$ cat src/rtl/key_rx_fifo.sv
// Key receive FIFO: buffers SPART key bytes, acknowledges each with clr_rx, and pops to the CPU.
// Define KEY_RX_FIFO_OVF_EN to build the sticky overflow flag; otherwise ovf is tied low.
module key_rx_fifo #(
  parameter int DEPTH  = 16,
  parameter int ADDR_W = 4
) (
  input  logic              clk,
  input  logic              rst,
  input  logic [7:0]        key_data,
  input  logic              key_valid,
  output logic              clr_rx,
  input  logic              rd_en,
  output logic [7:0]        rd_data,
  output logic              rd_valid,
  output logic              empty,
  output logic              full,
  output logic [ADDR_W:0]   count,
  output logic              irq,
  output logic              ovf,
  input  logic              ovf_clr
);

  localparam logic [ADDR_W:0] DEPTH_C = (ADDR_W + 1)'(DEPTH);

  logic [7:0]        mem [DEPTH];
  logic [ADDR_W-1:0] wr_ptr_reg;
  logic [ADDR_W-1:0] rd_ptr_reg;
  logic [ADDR_W:0]   count_reg;
  logic [ADDR_W:0]   count_next;
  logic              clr_rx_reg;
  logic [7:0]        rd_data_reg;
  logic              rd_valid_reg;
  logic              push_ok;
  logic              pop_ok;

  // Flags come only from the registered count, so full/empty seen here are pre-edge values.
  assign empty   = (count_reg == '0);
  assign full    = (count_reg == DEPTH_C);
  assign irq     = ~empty;
  assign push_ok = key_valid & ~full;
  assign pop_ok  = rd_en & ~empty;

  assign count    = count_reg;
  assign clr_rx   = clr_rx_reg;
  assign rd_data  = rd_data_reg;
  assign rd_valid = rd_valid_reg;

  always_comb begin
    count_next = count_reg;
    case ({push_ok, pop_ok})
      2'b10:   count_next = count_reg + 1'b1;
      2'b01:   count_next = count_reg - 1'b1;
      default: count_next = count_reg;
    endcase
  end

  always_ff @(posedge clk) begin
    if (push_ok) begin
      mem[wr_ptr_reg] <= key_data;
    end
  end

  always_ff @(posedge clk or posedge rst) begin
    if (rst) begin
      wr_ptr_reg   <= '0;
      rd_ptr_reg   <= '0;
      count_reg    <= '0;
      clr_rx_reg   <= 1'b0;
      rd_data_reg  <= 8'h00;
      rd_valid_reg <= 1'b0;
    end else begin
      // Every key pulse is acknowledged, even when the byte is dropped on full.
      clr_rx_reg   <= key_valid;
      rd_valid_reg <= pop_ok;
      count_reg    <= count_next;
      if (push_ok) begin
        wr_ptr_reg <= wr_ptr_reg + 1'b1;
      end
      if (pop_ok) begin
        rd_ptr_reg  <= rd_ptr_reg + 1'b1;
        rd_data_reg <= mem[rd_ptr_reg];
      end
    end
  end

`ifdef KEY_RX_FIFO_OVF_EN
  logic ovf_reg;

  // A new overflow in the same cycle as ovf_clr keeps the flag set.
  always_ff @(posedge clk or posedge rst) begin
    if (rst) begin
      ovf_reg <= 1'b0;
    end else if (key_valid && full) begin
      ovf_reg <= 1'b1;
    end else if (ovf_clr) begin
      ovf_reg <= 1'b0;
    end
  end

  assign ovf = ovf_reg;
`else
  logic unused_ovf_clr;
  assign unused_ovf_clr = ovf_clr;
  assign ovf = 1'b0;
`endif

endmodule

$ cat config.mk
export PLATFORM = sky130hd
export DESIGN_NAME = key_rx_fifo
export DESIGN_NICKNAME = d
export VERILOG_FILES = /design/src/rtl/key_rx_fifo.sv
export SDC_FILE = /design/constraint.sdc
export NUM_CORES = 1
export LEC_CHECK = 0
export CORE_AREA = 2 2 142 103
export CTS_BUF_LIST = sky130_fd_sc_hd__clkbuf_4 sky130_fd_sc_hd__clkbuf_8 sky130_fd_sc_hd__clkbuf_16
export DETAILED_ROUTE_END_ITERATION = 10
export DIE_AREA = 0 0 144 105
export SYNTH_ARGS = -nofsm -noshare
export SYNTH_HDL_FRONTEND = slang
export SYNTH_SLANG_ARGS = --single-unit
$ cat constraint.sdc
create_clock -name clk -period 4.29 [get_ports clk]
set_input_delay 0.858 -clock clk [delete_from_list [all_inputs] [get_ports clk]]
set_output_delay 0.858 -clock clk [all_outputs]
set_load 0.01 [all_outputs]
# Word-level counts from Yosys, hierarchy flattened

Memories as Yosys holds them, arrays and structs flattened. A register that Yosys moved wholly into a read port is not among the register bits.
Index checks and enable logic that the tools add are counted.

$add $sub $neg: 4
Multiply operators: 0
Div/mod/pow operators: 0
$lt $le $gt $ge: 0
Equality and inequality tests: 3
Shifts and indexed selects: 0
Muxes and demuxes: 3
Bitwise gates (word level): 4
Reduce and logical (&&, ||, !) cells: 2

Operators with widths:

| cell                                                                   | count |
|---|---|
| 5-bit case mux with 2 select lines                                     | 1 |
| 4-bit by 1-bit adder with 4-bit output (second input constant)         | 2 |
| 5-bit by 1-bit adder with 5-bit output (second input constant)         | 1 |
| 5-bit equality test (second input constant)                            | 1 |
| 5-bit logical NOT                                                      | 1 |
| 5-bit by 1-bit subtractor with 5-bit output (second input constant)    | 1 |
| 1-bit bitwise AND                                                      | 2 |
| 2-bit by 1-bit equality test with 1-bit output (second input constant) | 1 |
| 2-bit equality test (second input constant)                            | 1 |
| 1-bit 2-to-1 mux                                                       | 2 |
| 1-bit inverter                                                         | 2 |
| 2-bit nonzero test                                                     | 1 |

Register bits: 15
Bits in latches: 0
RAM bits: 128
ROM bits: 0
Output and inout bits: 19
Memories: 1

Memory list:

| memory | depth | bits a word | read ports | clocked after Yosys merged registers in | wr ports | line | text |
|---|---|---|---|---|---|---|---|
| mem    | 16    | 8           | 1          | 1                                       | 1        | 25   | `logic [7:0] mem [DEPTH];` |

# Logic depth before layout (Yosys ltp)

Depth in word-level cells: 5
Depth in mapped cells: 10
Depth with buffers taken out: 9

# Least setup slack after synthesis

OpenSTA, ideal clock, no wires.

Path type: register -> register
From: register count_reg[3] (netlist: count[3])
To: register count_reg[4] (netlist: count[4])
Arrival: 2678 ps
Data required time: 4210 ps
Setup slack: 1531 ps
Cell stages (with the launch flop): 10
Buffers on the path: 1
Period minus slack after synthesis: 2759 ps
Cells stage by stage: dfrtp_1 > or3_1 > o31a_1 > buf_2 > ha_1 > fa_1 > a21o_1 > a21oi_1 > mux2i_1 > xnor2_1

Word-level cells in the longest chain between the ends: 5
Elaborated cells between the ends (all ways): 12

Ends and longest elaborated chain:

| element                                                                               | line | text |
|---|---|---|
| start: declaration                                                                    | 28   | `logic [ADDR_W:0] count_reg;` |
| start signal: assignment                                                              | 75   | `count_reg <= count_next;` |
| 5-bit logical NOT (*)                                                                 | 37   | `assign empty = (count_reg == '0);` |
| 1-bit inverter (*)                                                                    | 41   | `assign pop_ok = rd_en & ~empty;` |
| 1-bit bitwise AND (*)                                                                 | 41   |  |
| named net pop_ok                                                                      | 34   | `logic pop_ok;` |
| 2-bit by 1-bit equality test with 1-bit output or 2-bit equality test (tied branches) | 50   | `case ({push_ok, pop_ok})` |
| 5-bit case mux with 2 select lines or 2-bit nonzero test (tied branches)              | n/a  |  |

The timed path passes the listed nets; every way through them passes the cells marked *.
A chain may end at the register's enable or synchronous reset.

# Worst setup path in the final report

From: register count_reg[3] (netlist: count[3])
To: output port empty

Word-level cells in the longest chain between the ends: 1

Ends and longest elaborated chain:

| element           | line | text |
|---|---|---|
| 5-bit logical NOT | 37   |  |
| end: declaration  | 15   | `output logic empty,` |

No other way between the ends.

==> results by group <==
Detailed routing
  – WL/cell: approximately 20 um
  – Via density: ~5.3
  – Residual DRC: 0
  – Initial DRC Count: approximately 190
  – Final ANT Viol Nets: 0
  – Via count: 2895
  – Total wire length: about 11000 um
  – Initial DRT Pass Iterations: 4

Setup path
  – Crit end category: output pin
  – Worst r2r src: count[3]
  – Most common cell on crit path: or3_1
  – FF-to-FF path depth: 9
  – Startpoint types: register
  – Max stage delay on crit path: between 0.5 and 0.6 ns
  – Largest driver fanout on the critical path: 5
  – Crit Reg-Reg Endpoint: count[4]
  – Cells along the critical path: or3_1 -> or3_1 -> inv_1 -> clkdlybuf4s50_1
  – Critical path's top delay family: simple AND/OR/NAND/NOR gates
  – Slowest-stage cell, CP: clkdlybuf4s50_1
  – WP data required: 3.43 ns
  – Buffer and inverter count on the worst path: 2
  – CP arrival: around 2.3 ns
  – Setup CP Type: reg -> out
  – Reg2Reg Setup Slack: approximately 1.4 ns

Global routing
  – Number of global-route vias before repair: about 3k
  – Initial antenna violation count: 0
  – GRT Total Usage: ~16%
  – Global-route wire length before repair: between 15000 and 20000 um
  – Aggregate global routing overflow: 0
  – Largest net degree at the start of global routing: 34

Floorplan
  – Chip height: 105 um
  – Site Rows: 36
  – Total Die Area: 15120 um^2
  – Chip width: ~140 um
  – Initial Utilization: around 44%
  – IO Count: 32
  – Core Region: approximately 14000 um^2

Placement
  – Routability cong.: approximately 0.74
  – Number of port buffers: 29
  – DP Worst Slack: around 0.95 ns
  – DP Area: about 6500 um^2
  – Post-DP HPWL: about 7000 um

Clock tree
  – # H-tree levels: 4
  – Post-CTS Resized: 0
  – TritonCTS buffer count: 17
  – CTS root buffer: clkbuf_16
  – Post-CTS Hold Buffers: 0
  – Post-CTS Setup Inserts: 0
  – Clock buffer depth: 2
  – Sink Count: 151
  – Clock slew at reported path FFs: approximately 0.06 ns
  – Worst-Skew Late Latency: roughly 0.42 ns
  – CTS tree: built

Power and ir drop
  – Pwr Total: 4.848 mW
  – Pint: around 3.4 mW
  – Seq pwr share: around 43%
  – Peak VDD IR: approximately 0.36 mV
  – Sw frac: ~29%
  – Cell leakage power: 2.432 nW
  – P_sw: ~1.4 mW
  – PwrDens: approximately 680 nW/um^2
  – Clock Power Share: 31.7%
  – Combinational power share: approximately 25%

Run
  – MaxCap Viol Count: 0

STA
  – Max Clk Rate: ~320 MHz
  – Least-Margin Pin Slew: between 0.9 and 1 ns
  – Fin. Hold Viols: 0
  – RSZ-0062 raised after global routing: false
  – Final Setup Violations: 0
  – Setup tns final: 0 ns
  – Slew Limit Fails: 0
  – Clk_skew: ~0.0066 ns
  – Fin crit share: 72.85%
  – Slew HR: 34.32%
  – Setup slack after layout: roughly 1.2 ns
  – Final worst path period need: between 3 and 4 ns

Layout
  – Final nets: between 300 and 400
  – Share of cells above drive strength 1: 20.06%
  – Commonest non-fill, non-tap cells in the layout: edfxtp_1 (128), clkdlybuf4s50_1 (29), dfrtp_1 (21)
  – Commonest non-fill, non-tap cell in the layout: edfxtp_1
  – Final core utilization: 52.36%
  – Ant diodes: 0
  – Max FFs per register: approximately 130
  – Post-route cell area: 7146 um^2
  – P&R area growth vs syn: 18.02%

Yosys
  – Post-synthesis cell type count: 32
  – Synth Warn #: 0
  – Synthesized net count: 333
  – Avg Inst Size Synth: approximately 20 um^2
  – Post-synth EDFFs: around 130
  – Mapped Cells: 310
  – Async set or reset register ratio after synthesis: between 15 and 20%
  – Seq cells post-synth: 151
  – Dominant synthesized flop cell: edfxtp_1
  – Synth Cell Area: about 6100 um^2
  – Seq/Total Area, Yosys: between 70% and 80%

Hold path
  – Worst Hold End: count[2]
  – Hold_sp: count[2]
  – Worst hold stages: 2
  – HP Class: reg -> reg

Outcome
  – Outcome: complete, no violations
-- power groups by stage --
stage	logic (mW)	clock network [mW]	registers, mW
detailed placement	1.22	0	2.14
global placement	1.20	0	2.13
finish	1.20	1.54	2.10
floorplan	0.978	0	1.96
CTS	1.23	1.57	2.11
global route	1.32	1.63	2.15
-- Yosys cell counts (8+ instances only) --
cell | count | area share (%)
mux2_2 | 10 | 1.9
xnor2_1 | 8 | 1.2
ha_1 | 9 | 1.9
dfrtp_1 | 23 | 9.5
mux4_1 | 13 | 5.6
o22ai_1 | 16 | 1.7
nand2_1 | 8 | 0.50
a21oi_1 | 10 | 0.83
clkbuf_1 | 8 | 0.50
mux4_2 | 19 | 7.1
edfxtp_1 | 128 | 63
nor2_1 | 13 | 0.81
-- per-layer routing --
layer  global-route usage [%]  wire length [um]
met3                    4.491               926
met1                    24.03              5011
met5                        0                 0
met2                    23.50              5096
met4                    6.583               152
-- kinds of logic after synthesis --
group	Yosys count	share of synthesized area, %
and+or+nand+nor	36	2.749
other	1	0.06194
muxes	43	14.73
adders and majority gates	10	2.191
buffers and inverters	25	2.128
xor gates and xnor gates	10	1.447
DFF	151	72.99
AOI/OAI and AO/OA	34	3.699
-- metrics by stage --
stage	std cells	hold slack [ns]
2_1_floorplan	310	0.5515
3_3_place_gp	517	0.5292
3_5_place_dp	517	0.5423
4_1_cts	549	0.5603
5_1_grt	549	0.5999
6_report	549	0.5611
-- tightest hold or removal path, cell delays in order, from the launching register on --
cell,delay (ns)
dfrtp_1,0.40
nand2_1,0.06
o21ai_0,0.07
-- worst max-delay path by stage --
stage / to / depth (start not counted) / slack (ns) / from
floorplan: count[4] / 9 / 1.53 / count[3]
global placement: count[4] / 9 / 0.96 / key_valid
detailed placement: count[4] / 9 / 0.95 / key_valid
CTS: empty / 4 / 1.13 / count[3]
global route: empty / 4 / 1.07 / count[3]
finish: empty / 4 / 1.16 / count[3]
-- layout make-up --
class | instances | area [um^2]
clock buffers | 17 | 425.4
clock inverters | 15 | 188.9
fillers | 1067 | 6502
inverters | 6 | 22.52
multi-input cells | 134 | 1506
flip-flops and latches | 151 | 4422
well taps | 190 | 237.7
repair buffers | 36 | 342.8
(Power assumes the default switching activity.)
